### src/rtl/calc_seq_pkg.sv
// Shared types for the calc command sequencer.
// State encoding, op width and the buffered command layout.
package calc_seq_pkg;

    localparam int OP_W   = 3;
    localparam int DATA_W = 16;

    typedef enum logic [2:0] {
        INIT,
        IDLE,
        SETUP,
        STROBE,
        SETTLE,
        RESP
    } state_t;

    typedef struct packed {
        logic              clr;
        logic [OP_W-1:0]   op;
        logic [DATA_W-1:0] operand;
    } cmd_t;

endpackage

### src/rtl/calc_cmd_fifo.sv
// Command FIFO for the calc sequencer.
// Head entry is visible on rdata_o while the FIFO is non-empty.
module calc_cmd_fifo #(
    parameter int DEPTH = 4,
    parameter int WIDTH = 20,
    localparam int AW = $clog2(DEPTH),
    localparam int LW = AW + 1
) (
    input  logic             clk,
    input  logic             rst_n,
    input  logic             push_i,
    input  logic             pop_i,
    input  logic [WIDTH-1:0] wdata_i,
    output logic [WIDTH-1:0] rdata_o,
    output logic             full_o,
    output logic             empty_o,
    output logic [LW-1:0]    level_o
);

    logic [WIDTH-1:0] mem_q [DEPTH];
    logic [AW-1:0]    wr_ptr_q, wr_ptr_d;
    logic [AW-1:0]    rd_ptr_q, rd_ptr_d;
    logic [LW-1:0]    level_q, level_d;
    logic             do_push;
    logic             do_pop;

    assign full_o  = (level_q == LW'(DEPTH));
    assign empty_o = (level_q == '0);
    assign level_o = level_q;
    assign rdata_o = mem_q[rd_ptr_q];

    assign do_push = push_i & ~full_o;
    assign do_pop  = pop_i & ~empty_o;

    // Pointer and occupancy update; simultaneous push/pop keeps the level.
    always_comb begin
        wr_ptr_d = wr_ptr_q;
        rd_ptr_d = rd_ptr_q;
        level_d  = level_q;
        if (do_push) begin
            wr_ptr_d = wr_ptr_q + 1'b1;
        end
        if (do_pop) begin
            rd_ptr_d = rd_ptr_q + 1'b1;
        end
        if (do_push && !do_pop) begin
            level_d = level_q + 1'b1;
        end else if (do_pop && !do_push) begin
            level_d = level_q - 1'b1;
        end
    end

    // Pointer/level registers; reset flushes the FIFO.
    always_ff @(posedge clk or negedge rst_n) begin
        if (!rst_n) begin
            wr_ptr_q <= '0;
            rd_ptr_q <= '0;
            level_q  <= '0;
        end else begin
            wr_ptr_q <= wr_ptr_d;
            rd_ptr_q <= rd_ptr_d;
            level_q  <= level_d;
        end
    end

    // Storage write; contents need no reset since level gates reads.
    always_ff @(posedge clk) begin
        if (do_push) begin
            mem_q[wr_ptr_q] <= wdata_i;
        end
    end

endmodule

### src/rtl/calc_sequencer.sv
// Replays buffered commands into calc as setup/strobe/settle,
// then returns the captured accumulator over a response port.
module calc_sequencer #(
    parameter int FIFO_DEPTH    = 4,
    parameter int SETTLE_CYCLES = 1,
    parameter int DATA_W        = calc_seq_pkg::DATA_W
) (
    input  logic                          clk,
    input  logic                          rst_n,
    input  logic                          cmd_valid,
    output logic                          cmd_ready,
    input  logic                          cmd_clr,
    input  logic [calc_seq_pkg::OP_W-1:0] cmd_op,
    input  logic [DATA_W-1:0]             cmd_operand,
    output logic                          rsp_valid,
    input  logic                          rsp_ready,
    output logic [DATA_W-1:0]             rsp_data,
    output logic                          busy,
    output logic [$clog2(FIFO_DEPTH):0]   fifo_level,
    output logic                          calc_btnu,
    output logic                          calc_btnd,
    output logic                          calc_btnl,
    output logic                          calc_btnc,
    output logic                          calc_btnr,
    output logic [DATA_W-1:0]             calc_sw,
    input  logic [DATA_W-1:0]             calc_led
);

    import calc_seq_pkg::*;

    localparam int LVL_W = $clog2(FIFO_DEPTH) + 1;
    localparam int CMD_W = 1 + OP_W + DATA_W;
    localparam int CNT_W = $clog2(SETTLE_CYCLES + 1);

    state_t             state_q, state_d;
    logic               clr_q, clr_d;
    logic [OP_W-1:0]    op_q, op_d;
    logic [DATA_W-1:0]  sw_q, sw_d;
    logic               btnu_q, btnu_d;
    logic               btnd_q, btnd_d;
    logic [CNT_W-1:0]   cnt_q, cnt_d;
    logic               rsp_valid_q, rsp_valid_d;
    logic [DATA_W-1:0]  rsp_data_q, rsp_data_d;

    logic               push;
    logic               pop;
    logic [CMD_W-1:0]   head;
    logic               full;
    logic               empty;
    logic [LVL_W-1:0]   level;

    assign push = cmd_valid & cmd_ready;

    calc_cmd_fifo #(
        .DEPTH (FIFO_DEPTH),
        .WIDTH (CMD_W)
    ) u_fifo (
        .clk     (clk),
        .rst_n   (rst_n),
        .push_i  (push),
        .pop_i   (pop),
        .wdata_i ({cmd_clr, cmd_op, cmd_operand}),
        .rdata_o (head),
        .full_o  (full),
        .empty_o (empty),
        .level_o (level)
    );

    assign cmd_ready  = (state_q != INIT) && !full;
    assign busy       = (state_q != IDLE) || !empty;
    assign fifo_level = level;
    assign rsp_valid  = rsp_valid_q;
    assign rsp_data   = rsp_data_q;
    assign calc_btnu  = btnu_q;
    assign calc_btnd  = btnd_q;
    assign calc_btnl  = op_q[2];
    assign calc_btnc  = op_q[1];
    assign calc_btnr  = op_q[0];
    assign calc_sw    = sw_q;

    // Next state and registered drive values; strobes default low.
    always_comb begin
        state_d     = state_q;
        clr_d       = clr_q;
        op_d        = op_q;
        sw_d        = sw_q;
        btnu_d      = 1'b0;
        btnd_d      = 1'b0;
        cnt_d       = cnt_q;
        rsp_valid_d = rsp_valid_q;
        rsp_data_d  = rsp_data_q;
        pop         = 1'b0;
        unique case (state_q)
            INIT: begin
                state_d = IDLE;
            end
            IDLE: begin
                if (!empty) begin
                    pop     = 1'b1;
                    clr_d   = head[CMD_W-1];
                    op_d    = head[DATA_W +: OP_W];
                    sw_d    = head[DATA_W-1:0];
                    state_d = SETUP;
                end
            end
            SETUP: begin
                btnd_d  = !clr_q;
                btnu_d  = clr_q;
                state_d = STROBE;
            end
            STROBE: begin
                cnt_d   = '0;
                state_d = SETTLE;
            end
            SETTLE: begin
                if (cnt_q == CNT_W'(SETTLE_CYCLES - 1)) begin
                    rsp_data_d  = calc_led;
                    rsp_valid_d = 1'b1;
                    state_d     = RESP;
                end else begin
                    cnt_d = cnt_q + 1'b1;
                end
            end
            RESP: begin
                if (rsp_ready) begin
                    rsp_valid_d = 1'b0;
                    state_d     = IDLE;
                end
            end
            default: begin
                state_d = INIT;
            end
        endcase
    end

    // State and drive registers; reset holds calc in clear.
    always_ff @(posedge clk or negedge rst_n) begin
        if (!rst_n) begin
            state_q     <= INIT;
            clr_q       <= 1'b0;
            op_q        <= '0;
            sw_q        <= '0;
            btnu_q      <= 1'b1;
            btnd_q      <= 1'b0;
            cnt_q       <= '0;
            rsp_valid_q <= 1'b0;
            rsp_data_q  <= '0;
        end else begin
            state_q     <= state_d;
            clr_q       <= clr_d;
            op_q        <= op_d;
            sw_q        <= sw_d;
            btnu_q      <= btnu_d;
            btnd_q      <= btnd_d;
            cnt_q       <= cnt_d;
            rsp_valid_q <= rsp_valid_d;
            rsp_data_q  <= rsp_data_d;
        end
    end

endmodule

### config.mk
export PLATFORM = sky130hd
export DESIGN_NAME = calc_sequencer
export DESIGN_NICKNAME = d
export VERILOG_FILES = /design/src/rtl/calc_seq_pkg.sv /design/src/rtl/calc_cmd_fifo.sv /design/src/rtl/calc_sequencer.sv
export SDC_FILE = /design/constraint.sdc
export NUM_CORES = 1
export LEC_CHECK = 0
export CAP_MARGIN = 0
export CORE_ASPECT_RATIO = 1.2
export CORE_MARGIN = 2
export CORE_UTILIZATION = 53
export DETAILED_ROUTE_END_ITERATION = 10
export GPL_ROUTABILITY_DRIVEN = 0
export PLACE_DENSITY = 0.79
export SYNTH_ARGS = -nofsm -noshare
export SYNTH_HDL_FRONTEND = slang
export SYNTH_SLANG_ARGS = --single-unit
### constraint.sdc
create_clock -name clk -period 2.5 [get_ports clk]
set_input_delay 0.5 -clock clk [delete_from_list [all_inputs] [get_ports clk]]
set_output_delay 0.5 -clock clk [all_outputs]
set_load 0.01 [all_outputs]
==> results.json, run 1 <==
{
  "rows": 39,
  "ir_drop_mv": 0.752,
  "critPathMaxFanout": 10,
  "htree_levels": 4,
  "postSynth.asyncResetShare_pct": 38.0,
  "tns_ps": 0,
  "overflow": 0,
  "grtUsageMet1_pct": 21.6,
  "drive_above_1_share_pct": 29.6,
  "regArea_um2": 3630,
  "cts_buffers": 17,
  "fp.dieW_um": 93.3,
  "setup_ws_ps": 130,
  "vias": 2521,
  "met2_usage_pct": 31.3,
  "clk_pin_slew_ps": 60,
  "end_kind": "primary output",
  "drt-total-wl_um": 8830,
  "grt_use_met3_pct": 5.91,
  "grt_pass1_wl_um": 14000,
  "rsz0062_at_grt": "false",
  "finalClockSkew_ps": 7.13,
  "synthToLayoutAreaGrowth_pct": 31.9,
  "synthTopCellsByArea": "edfxtp_1, dfrtp_1, mux2_4",
  "synth_area_per_cell_um2": 21.0,
  "dp_hpwl_um": 5550,
  "critPathKind": "register to primary output",
  "drv_cap": 0,
  "antenna_found_initial": 0,
  "dr.pass1.iters": 4,
  "n_antenna_cell": 0,
  "pin_count": 83,
  "setup_viol": 0,
  "post-route-period-util_pct": 94.8,
  "cp.arrival_ps": 1870,
  "die_area_um2": 10400,
  "relSlewSlack_pct": 51.3,
  "drc": 0,
  "viasPerCell": 5.24,
  "cp-start-kind": "register",
  "leakagePower_nw": 2.53,
  "drtAntennaViolNets": 0,
  "ys_seq_area_share_pct": 71.5,
  "yosysTopAreaCellShare_pct": 47.3,
  "core_area_um2": 9420,
  "grt_util_all_layers_pct": 18.8,
  "hold_buffers": 0,
  "multi_input_area_um2": 1340,
  "maxSlewViolCount": 0,
  "tightest_slew_ps": 730,
  "fmax_mhz": 422,
  "start_util_pct": 53.9,
  "crit_path_start": "state_q[0]",
  "ys_warn_count": 0,
  "synthCells": 242,
  "reg2reg_slack_ps": 360,
  "grt_pass1_vias": 2702,
  "clockBufferDepth": 2,
  "finish.net_count": 391,
  "synth-main-ff-cell": "edfxtp_1",
  "hold_violations": 0,
  "clock_sinks": 129,
  "drtIter0Drc": 118,
  "ys_ff_latch": 129,
  "rr_worst_depth": 8,
  "die_h_um": 111,
  "syn_area_um2": 5080,
  "status": "complete, no violations",
  "grt_max_degree": 33,
  "r2r_start": "state_q[1]",
  "min_period_ps": 2370,
  "top_usage_layer": "met2",
  "clk_root_buffer_cell": "clkbuf_16",
  "yosys.area.top_type": "edfxtp_1",
  "synth.net_count": 288,
  "clk_latency_ps": 420,
  "hold_class": "primary input to asynchronous set/reset pin",
  "r2r-end": "u_fifo.level_o[2]",
  "pre_cts_ws_ps": 132,
  "wl_per_cell_um": 18.4,
  "numPortBuffers": 82,
  "cp_data_required_time_ps": 2000,
  "fill_cells": 587,
  "synth_edf_count": 80,
  "tritoncts": "done",
  "power.density_nw_per_um2": 1340,
  "synthDistinctLibCells": 34
}
critical path, stage by stage, from the launching register on:
cell	delay (ps)
dfrtp_1	560
nor3b_4	310
nand2_1	100
clkdlybuf4s50_1	490
routing by layer:
metal	wire (µm)	share of wire [%]	vias up
met3	426	4.8	16
met4	192	2.2	0
met1	3440	39	1294
li1	-	-	1144
met2	4770	54	67
met5	0	0	-
final cells by class:
cell class / count / area share (%)
flip-flops and latches: 129 / 54.2
clock buffers: 19 / 6.61
multi-input cells: 99 / 20.0
repair buffers: 94 / 14.3
clock inverters: 13 / 2.41
well taps: 123 / 2.30
inverters: 4 / 0.224
sequential cells by signal, summed over array words and instances (netlist names), 2 cells and up:
register / count
op_q: 3
u_fifo.level_o: 3
u_fifo.wr_ptr_q: 2
u_fifo.mem_q: 80
state_q: 3
calc_sw: 16
rsp_data: 16
u_fifo.rd_ptr_q: 2
metrics by stage:
| step | cell area [µm²] | utilization, % | total power, mW | cells | hold WS (ps) |
|---|---|---|---|---|---|
| floorplan | 5080 | - | 5.33 | 242 | 204 |
| global placement | 6090 | 64.6 | 6.42 | 449 | 462 |
| detailed placement | 6090 | 64.6 | 6.53 | 449 | 470 |
| CTS | 6690 | 71.1 | 9.04 | 481 | 159 |
| global route | 6700 | 71.1 | 9.40 | 481 | 198 |
| finish | 6700 | 71.1 | 8.95 | 481 | 139 |
synthesized netlist by cell type (2+ instances only):
master / number
clkbuf_1: 2
nand3b_1: 2
and2_1: 4
nor2_1: 3
edfxtp_1: 80
dfrtp_1: 48
nand2_1: 3
mux2_2: 10
nor3b_4: 2
buf_6: 6
nor3_1: 2
inv_1: 4
mux2_4: 27
ha_1: 5
mux4_1: 2
xnor2_1: 4
xor2_1: 2
a21oi_1: 3
mux4_2: 18
where the power goes:
part / total, mW / internal, mW / switching (mW) / leakage [nW]
logic: 3.15 / 1.90 / 1.25 / 0.943
clock network: 2.48 / 1.59 / 0.885 / 0.285
registers: 3.32 / 2.97 / 0.356 / 1.31
logic make-up after synthesis:
kind of cell / count (synthesis) / share of synthesized area [%]
flip-flops: 129 / 71.5
AND/OR/NAND/NOR: 22 / 3.11
adder cells (fa/ha/maj): 6 / 1.63
buffers and inverters: 14 / 2.22
AO/OA/AOI/OAI: 7 / 1.06
XOR/XNOR: 6 / 1.04
multiplexers: 58 / 19.4
cell usage in the layout (no fill, tap or decap), types with 2 or more instances in the layout:
cell type and count:
buf_4 8, and2_1 4, clkdlybuf4s50_1 81, inv_1 4
mux2_4 27, nor2_1 3, mux4_1 2, ha_1 5
clkinv_2 3, mux4_2 18, nand3b_1 2, clkinvlp_4 4
dfrtp_1 48, nand2_1 3, xnor2_1 4, nor3b_4 2
xor2_1 2, a21oi_1 3, edfxtp_1 80, bufinv_16 3
clkbuf_16 17, mux2_2 10, clkinv_4 2, buf_12 4
timing repair:
| action | CTS | global route |
|---|---|---|
| gates resized for setup | 0 | 1 |
| setup buffers | 0 | 0 |
| setup endpoints to repair | 0 | 1 |
how the worst max path moves through the flow:
stage                              to  slack [ps]  cells after the start
finish                           busy         130                      3
floorplan           u_fifo.level_o[2]         280                      9
detailed placement  u_fifo.level_o[2]         130                      9
global placement    u_fifo.level_o[2]         210                      9
CTS                         cmd_ready          40                      3
global route                     busy          30                      3
Power figures use the tool's default switching activity.
==> run 2: changes to the inputs <==
--- a/config.mk
+++ b/config.mk
@@ -15,3 +15,4 @@
 export SYNTH_ARGS = -nofsm -noshare
 export SYNTH_HDL_FRONTEND = slang
 export SYNTH_SLANG_ARGS = --single-unit
+export TNS_END_PERCENT = 30
==> results of run 2 <==
Same layout as run 1: the final DEF is identical, and so are final timing and power.
==> run 3: changes to the inputs <==
--- a/config.mk
+++ b/config.mk
@@ -9,9 +9,11 @@
 export CORE_ASPECT_RATIO = 1.2
 export CORE_MARGIN = 2
 export CORE_UTILIZATION = 53
+export CTS_CLUSTER_DIAMETER = 50
 export DETAILED_ROUTE_END_ITERATION = 10
 export GPL_ROUTABILITY_DRIVEN = 0
 export PLACE_DENSITY = 0.79
+export SKIP_CTS_REPAIR_TIMING = 1
 export SYNTH_ARGS = -nofsm -noshare
 export SYNTH_HDL_FRONTEND = slang
 export SYNTH_SLANG_ARGS = --single-unit
==> results of run 3 <==
Same layout as run 1: the final DEF is identical, and so are final timing and power.
